`src/rtl/noc_pkg.sv`:
```
// Shared flit-format definitions for the NoC router input stage.
// Flit type sits in the two top bits; route fields sit in the low nibble of HEAD/SINGLE flits.
package noc_pkg;

  typedef enum logic [1:0] {
    FT_BODY   = 2'b00,
    FT_HEAD   = 2'b01,
    FT_TAIL   = 2'b10,
    FT_SINGLE = 2'b11
  } flit_type_e;

  typedef enum logic {
    IDLE   = 1'b0,
    ROUTED = 1'b1
  } route_state_e;

  // Type-field positions for the reference 32-bit flit; narrower flits shift them down.
  localparam int DEF_DATA_W = 32;
  localparam int FT_MSB     = DEF_DATA_W - 1;
  localparam int FT_LSB     = DEF_DATA_W - 2;
  localparam int COM_W      = 2;
  localparam int COM1_LSB   = 0;
  localparam int COM2_LSB   = 2;

endpackage

```
`src/rtl/noc_sync_fifo.sv`:
```
// Single-clock FIFO with first-word fall-through read and an occupancy count.
// Pointers carry one extra bit and wrap naturally; the caller never pushes when full or pops when empty.
module noc_sync_fifo #(
  parameter int DATA_W = 32,
  parameter int DEPTH  = 4
) (
  input  logic                       clk_i,
  input  logic                       rst_i,
  input  logic                       push_i,
  input  logic [DATA_W-1:0]          data_i,
  input  logic                       pop_i,
  output logic [DATA_W-1:0]          data_o,
  output logic [$clog2(DEPTH):0]     count_o,
  output logic                       full_o,
  output logic                       empty_o
);

  localparam int AW = $clog2(DEPTH);

  logic [DATA_W-1:0] mem [DEPTH];
  logic [AW:0]       wr_ptr_reg;
  logic [AW:0]       rd_ptr_reg;
  logic [AW:0]       count_reg;

  logic do_push;
  logic do_pop;

  assign full_o  = (count_reg == (AW+1)'(DEPTH));
  assign empty_o = (count_reg == '0);
  assign do_push = push_i && !full_o;
  assign do_pop  = pop_i && !empty_o;

  // Storage carries no reset so it can map onto distributed RAM.
  always_ff @(posedge clk_i) begin
    if (do_push) begin
      mem[wr_ptr_reg[AW-1:0]] <= data_i;
    end
  end

  always_ff @(posedge clk_i) begin
    if (rst_i) begin
      wr_ptr_reg <= '0;
      rd_ptr_reg <= '0;
      count_reg  <= '0;
    end else begin
      if (do_push) begin
        wr_ptr_reg <= wr_ptr_reg + 1'b1;
      end
      if (do_pop) begin
        rd_ptr_reg <= rd_ptr_reg + 1'b1;
      end
      case ({do_push, do_pop})
        2'b10:   count_reg <= count_reg + 1'b1;
        2'b01:   count_reg <= count_reg - 1'b1;
        default: count_reg <= count_reg;
      endcase
    end
  end

  assign data_o  = mem[rd_ptr_reg[AW-1:0]];
  assign count_o = count_reg;

endmodule

```
`src/rtl/noc_in_buf.sv`:
```
// Router input-port buffer: queues wormhole flits and presents the route of the packet in flight.
// A packet's route is latched on its HEAD pop and reused for every flit up to the TAIL.
module noc_in_buf
  import noc_pkg::*;
#(
  parameter int DATA_W = 32,
  parameter int DEPTH  = 4
) (
  input  logic                   clk_i,
  input  logic                   rst_i,
  input  logic                   in_valid_i,
  input  logic [DATA_W-1:0]      in_data_i,
  output logic                   in_ready_o,
  input  logic                   grant_i,
  output logic                   valid_o,
  output logic [COM_W-1:0]       com1_o,
  output logic [COM_W-1:0]       com2_o,
  output logic [DATA_W-1:0]      data_o,
  output logic [$clog2(DEPTH):0] count_o,
  output logic                   err_o
);

  localparam int TYPE_HI = FT_MSB - DEF_DATA_W + DATA_W;
  localparam int TYPE_LO = FT_LSB - DEF_DATA_W + DATA_W;

  logic [DATA_W-1:0] front;
  logic              full;
  logic              empty;
  logic              push;
  logic              pop;
  logic              drop;
  logic              fifo_pop;

  flit_type_e   front_type;
  logic         front_is_head;
  route_state_e state_reg;
  route_state_e state_next;
  logic [COM_W-1:0] com1_reg;
  logic [COM_W-1:0] com2_reg;
  logic [COM_W-1:0] com1_next;
  logic [COM_W-1:0] com2_next;

  logic             valid_comb;
  logic             err_comb;
  logic [COM_W-1:0] com1_comb;
  logic [COM_W-1:0] com2_comb;

  noc_sync_fifo #(
    .DATA_W (DATA_W),
    .DEPTH  (DEPTH)
  ) u_fifo (
    .clk_i   (clk_i),
    .rst_i   (rst_i),
    .push_i  (push),
    .data_i  (in_data_i),
    .pop_i   (fifo_pop),
    .data_o  (front),
    .count_o (count_o),
    .full_o  (full),
    .empty_o (empty)
  );

  assign front_type    = flit_type_e'(front[TYPE_HI:TYPE_LO]);
  assign front_is_head = (front_type == FT_HEAD) || (front_type == FT_SINGLE);

  // Readiness uses the registered count only, so a pop never frees a slot in the same cycle.
  assign in_ready_o = !rst_i && !full;
  assign push       = in_valid_i && in_ready_o;

  always_comb begin
    valid_comb = 1'b0;
    err_comb   = 1'b0;
    drop       = 1'b0;
    com1_comb  = '0;
    com2_comb  = '0;
    state_next = state_reg;
    com1_next  = com1_reg;
    com2_next  = com2_reg;
    if (!rst_i && !empty) begin
      case (state_reg)
        IDLE: begin
          if (front_is_head) begin
            valid_comb = 1'b1;
            com1_comb  = front[COM1_LSB +: COM_W];
            com2_comb  = front[COM2_LSB +: COM_W];
            if (grant_i && (front_type == FT_HEAD)) begin
              state_next = ROUTED;
              com1_next  = front[COM1_LSB +: COM_W];
              com2_next  = front[COM2_LSB +: COM_W];
            end
          end else begin
            // Orphan BODY/TAIL with no packet open: discard it and flag.
            drop     = 1'b1;
            err_comb = 1'b1;
          end
        end
        ROUTED: begin
          if (front_is_head) begin
            // Missing tail: close the broken packet; the new head routes next cycle.
            err_comb   = 1'b1;
            state_next = IDLE;
          end else begin
            valid_comb = 1'b1;
            com1_comb  = com1_reg;
            com2_comb  = com2_reg;
            if (grant_i && (front_type == FT_TAIL)) begin
              state_next = IDLE;
            end
          end
        end
        default: state_next = IDLE;
      endcase
    end
  end

  assign pop      = grant_i && valid_comb;
  assign fifo_pop = pop || drop;

  always_ff @(posedge clk_i) begin
    if (rst_i) begin
      state_reg <= IDLE;
      com1_reg  <= '0;
      com2_reg  <= '0;
    end else begin
      state_reg <= state_next;
      com1_reg  <= com1_next;
      com2_reg  <= com2_next;
    end
  end

  assign valid_o = valid_comb;
  assign err_o   = err_comb;
  assign com1_o  = com1_comb;
  assign com2_o  = com2_comb;
  assign data_o  = front;

endmodule

```
`config.mk`:
```
export PLATFORM = sky130hd
export DESIGN_NAME = noc_in_buf
export DESIGN_NICKNAME = d
export VERILOG_FILES = /design/src/rtl/noc_pkg.sv /design/src/rtl/noc_sync_fifo.sv /design/src/rtl/noc_in_buf.sv
export SDC_FILE = /design/constraint.sdc
export NUM_CORES = 1
export LEC_CHECK = 0
export BUFFER_PORTS_ARGS = -buffer_cell sky130_fd_sc_hd__buf_2
export CAP_MARGIN = 5
export CELL_PAD_IN_SITES_DETAIL_PLACEMENT = 0
export CELL_PAD_IN_SITES_GLOBAL_PLACEMENT = 1
export CORE_MARGIN = 5
export CORE_UTILIZATION = 43
export CTS_CLUSTER_DIAMETER = 120
export CTS_CLUSTER_SIZE = 25
export DETAILED_ROUTE_END_ITERATION = 8
export PLACE_DENSITY_LB_ADDON = 0.1
export SLEW_MARGIN = 20
export SYNTH_ARGS = -nofsm -noshare
export SYNTH_HDL_FRONTEND = slang
export SYNTH_SLANG_ARGS = --single-unit
```
`constraint.sdc`:
```
create_clock -name clk_i -period 5.1 [get_ports clk_i]
set_input_delay 0.51 -clock clk_i [delete_from_list [all_inputs] [get_ports clk_i]]
set_output_delay 0.51 -clock clk_i [all_outputs]
set_load 0.02 [all_outputs]
```
======== After elaboration in Yosys (flattened, before gate mapping) ========
Memories as Yosys holds them, arrays and structs flattened. A register that Yosys moved wholly into a read port is not among the register bits.
Cells that the tools add are included.
operators by class
  muxes and demuxes ....................... 26
  eq/ne operators ......................... 6
  bitwise operators ....................... 1
  $add $sub $neg .......................... 4
  reductions and logical operators ........ 16
operator list
  operator               count
  $mux W2                8
  $mux W1                12
  $add A3 B1 Y3 const B  3
  $logic_and A1 B1 Y1    8
  $pmux W2 S2            2
  $eq A2 B2 Y1 const B   3
  $pmux W1 S2            3
  $pmux W3 S2            1
  $eq A2 B1 Y1 const B   2
  $reduce_and A4 Y1      1
  $eq A3 B3 Y1 const B   1
  $logic_not A1 Y1       3
  $logic_not A3 Y1       1
  $sub A3 B1 Y3 const B  1
  $logic_or A1 B1 Y1     2
  $reduce_bool A2 Y1     1
  $not A1 Y1             1
word-level totals
  word-level logic and storage cells ...... 60
  bits in writable memories ............... 128
  output and inout port bits .............. 42
  input bits .............................. 36
  memories kept ........................... 1
  register bits ........................... 14
memory list
  memory      depth  bits a word  rd ports  clocked after Yosys merged registers in  wr ports  RTL line             text
  u_fifo.mem  4      32           1         1                                        1         noc_sync_fifo.sv:20  logic [DATA_W-1:0] mem [DEPTH];

======== Logic depth before layout (Yosys ltp) ========
  word-level depth ........................ 10
  depth in mapped cells ................... 12
  depth with buffers taken out ............ 11

======== Hierarchy ========
A second synthesis with hierarchy kept.
unflattened totals
  cells, all modules ...................... 269
  area, all modules ....................... 5509.0 sq um
by module, submodules not included
  module         seq. area each (sq um)  cells each  area each (sq um)  instances
  noc_sync_fifo  4023.9                  221         5133.7             1
  noc_in_buf     100.1                   48          375.4              1

======== Worst setup path before layout ========
OpenSTA, ideal clock, no wires.
  path kind ............................... register to register
  start ................................... reg with a tool-made name
  end ..................................... reg u_fifo.count_reg[2] (netlist: u_fifo.count_o[2])
  buffers on the path ..................... 1
  data required time ...................... 5029 ps
  cell stages (with the launch flop) ...... 13
  setup time .............................. 71 ps
  period minus slack after synthesis ...... 2886 ps
  arrival time ............................ 2815 ps
  setup slack ............................. 2214 ps
  cells stage by stage .................... dfxtp_1 buf_6 mux4_2 inv_2 ha_1 a21oi_1 nor3_1 ha_1 inv_1 fa_1 xor2_1 or3_1 a21oi_1
RTL lines
  what                  RTL line             text
  to (signal assigned)  noc_sync_fifo.sv:53  2'b10: count_reg <= count_reg + 1'b1;
  to (signal assigned)  noc_sync_fifo.sv:54  2'b01: count_reg <= count_reg - 1'b1;
  to (signal assigned)  noc_sync_fifo.sv:55  default: count_reg <= count_reg;
  to (decl)             noc_sync_fifo.sv:23  logic [AW:0] count_reg;

==> flow_summary_export.csv <==
group,metric,value,unit
synthesis,ys_types,30,
final_layout,diodes,0,
place,hpwl,5800,um
timing,drv_slew,0,
global_routing,antenna_found_initial,1,
timing,setup_violations,0,
global_routing,grt.total_usage,0.145,
worst_setup_path,crit_family,"buffers and inverters",
worst_setup_path,path_buf_inv,2,
worst_setup_path,timing_worst_setup_path_type,"reg2out",
final_layout,largest_reg_flops,128,
worst_setup_path,rr_worst_depth,11,
synthesis,netlist_area,5440,sq um
min_path,hold_depth,1,
clock_tree,cts_resized,0,
final_layout,layout.cells.non_filler,533,
synthesis,ys_ff_latch,142,
global_routing,grt_pass1_vias,2893,
die,rows,41,
synthesis,async_reset_ff_frac,0,
worst_setup_path,worstSetupStartpointType,"flip-flop",
clock_tree,htree_levels,4,
outcome,status,"complete, no violations",
die,fp.dieW,123,um
route,finalWirelength,9800,um
worst_setup_path,worstPathMaxFanout,31,
worst_setup_path,regToRegSetupSlack,2.19,ns
timing,tns,0,ns
power_and_ir_drop,finalPower,2.82,mW
timing,slew_headroom,0.387,
route,first_pass_iters,4,
worst_setup_path,timing.rr.start,"u_fifo.mem[3][30]",
place,place_inst,501,
worst_setup_path,reg2reg_to,"u_fifo.count_o[2]",
synthesis,synthSimpleGateAreaFrac,0.0356,
timing,finalCriticalPeriod,3.03,ns
die,die_y,123,um
route,vias,2647,
worst_setup_path,crit_slowest_cell,"mux4_1",
die,core_area,12500,sq um
worst_setup_path,crit_path_end,"com1_o[0]",
timing,hold_ws,0.316,ns
clock_tree,clock_latency,0.41,ns
synthesis,synth-edff-count,128,
route,drt-vias-per-instance,4.97,
timing,worst_pin_slew,0.920,ns
timing,fin_crit_sh,0.593,
clock_tree,root_buffer,"clkbuf_16",
clock_tree,postCtsSetupBuffers,0,
synthesis,syn_nets,305,
worst_setup_path,cp_cell_sequence,"buf_4 > mux4_1 > and3_1 > a31oi_1 > nor2_1 > buf_2",
clock_tree,path_clk_slew,0.05,ns
synthesis,synth_top_family_by_area,"multiplexers",
min_path,hold_path.class,"in2reg",
synthesis,ys_seq_area_frac,0.758,
final_layout,syn2layout_area_growth,20.6,%
route,detail-route-antenna-nets,0,
clock_tree,cts_buffers,17,
synthesis,synthAdderAreaFrac,0.0198,
die,io_pins,78,
synthesis,synth_compound_area_frac,0.0161,
final_layout,utilization,0.524,
worst_setup_path,cp.depth,6,
clock_tree,cts_buffer_depth,2,
power_and_ir_drop,power.leakage,2.25,nW
worst_setup_path,worstSetupEndpointType,"output pin",
timing,max_freq,0.330,GHz
synthesis,synth.area.mux_share,0.145,
timing,rsz0062_at_grt,"no",
worst_setup_path,critPathMaxStageDelay,0.70,ns
final_layout,layout-drive-gt1-share,0.416,
die,die_area,15000,sq um
clock_tree,hold_buffers,0,
synthesis,postSynthAreaPerCell,20.9,sq um
clock_tree,cts_tree,"done",
timing,setup_slack,2.07,ns
die,initial_core_util,0.435,
global_routing,grt_max_degree,33,
power_and_ir_drop,power_density,430,nW/um^2
timing,hold_viol,0,
global_routing,grt-ovfl-total,0,
worst_setup_path,required,4.59,ns
final_layout,design_area,6560,sq um
synthesis,synth_top_flop_cell,"edfxtp_1",
synthesis,yosys_warnings,0,
worst_setup_path,cp.arrival,2.52,ns
synthesis,netlist_instances,261,
clock_tree,clock_sinks,142,
route,post_drt_wl_per_cell,18.4,um
global_routing,grt_pass1_wl,15700,um
final_layout,final_net_count,392,
place,dpl_worst_slack,2.20,ns
job,drv_cap,0,
timing,skew,0.00689,ns
route,drcViolationCount,0,
synthesis,synth_xor_area_frac,0.00805,
power_and_ir_drop,ir_drop,0.229,mV
place,io_buffers,77,
place,routabilityCongestion,0.706,
place,dpl-instance-area,6010,sq um
route,first_iter_violations,106,
-- synth_stat cells (all sizes together) (3+ instances only) --
| library cell | n | area, sq um |
|---|---|---|
| a21oi | 6 | 30.0 |
| xnor2 | 3 | 26.3 |
| edfxtp | 128 | 3840 |
| clkbuf | 6 | 22.5 |
| dfxtp | 14 | 280 |
| and3 | 3 | 18.8 |
| buf | 5 | 37.5 |
| and2 | 5 | 31.3 |
| ha | 7 | 87.6 |
| mux2 | 4 | 60.1 |
| inv | 10 | 37.5 |
| mux4 | 32 | 728 |
| nor2b | 4 | 25.0 |
| nor2 | 15 | 56.3 |
-- placed cells by master, fill, tap and decap left out, drive strengths merged, types with 3 or more instances in the layout --
cell / count
ha: 7
mux2: 4
clkinvlp: 3
clkinv: 9
and2: 5
clkbuf: 18
xnor2: 3
inv: 10
mux4: 32
and3: 3
buf: 79
dfxtp: 14
nor2: 15
edfxtp: 128
nor2b: 4
a21oi: 6
-- worst min-delay path by stage --
stage	startpoint	endpoint	slack, ns
2_1_floorplan	state_reg	state_reg	0.48
3_3_place_gp	u_fifo.rd_ptr_reg[1]	flip-flop	0.50
3_5_place_dp	state_reg	state_reg	0.51
4_1_cts	in_data_i[5]	u_fifo.mem[2][5]	0.29
5_1_grt	in_data_i[6]	u_fifo.mem[3][6]	0.30
6_report	in_data_i[29]	u_fifo.mem[0][29]	0.32
-- cells by family (layout without fill, tap and decap cells) --
kind of cell | after synthesis | count (layout)
DFF | 142 | 142
muxes | 36 | 36
and+or+nand+nor | 35 | 35
buffers and inverters | 21 | 121
AOI/OAI and AO/OA | 14 | 14
adders and majority gates | 8 | 8
xor gates and xnor gates | 5 | 5
-- area by class of cell --
type / count / area, sq um
Clock inverter: 14 / 126
Clock buffer: 18 / 429
Multi-Input combinational cell: 98 / 1230
Tap cell: 172 / 215
Fill cell: 1067 / 5960
Timing Repair Buffer: 79 / 400
Inverter: 10 / 37.5
Sequential cell: 142 / 4130
-- layer usage --
layer,wire length (um),track usage,up-vias
li1,-,-,1221
met1,4390,0.183,1351
met2,4820,0.227,59
met3,414,0.0465,14
met4,148,0.0714,2
met5,13,0,-
-- where the power goes --
group / switching, mW / total, mW / internal, mW / leakage, nW
logic: 0.207 / 0.347 / 0.140 / 0.710
registers: 0.0153 / 1.33 / 1.31 / 1.28
clock network: 0.438 / 1.15 / 0.708 / 0.265
No activity file was read; power rests on OpenSTA's default activity.
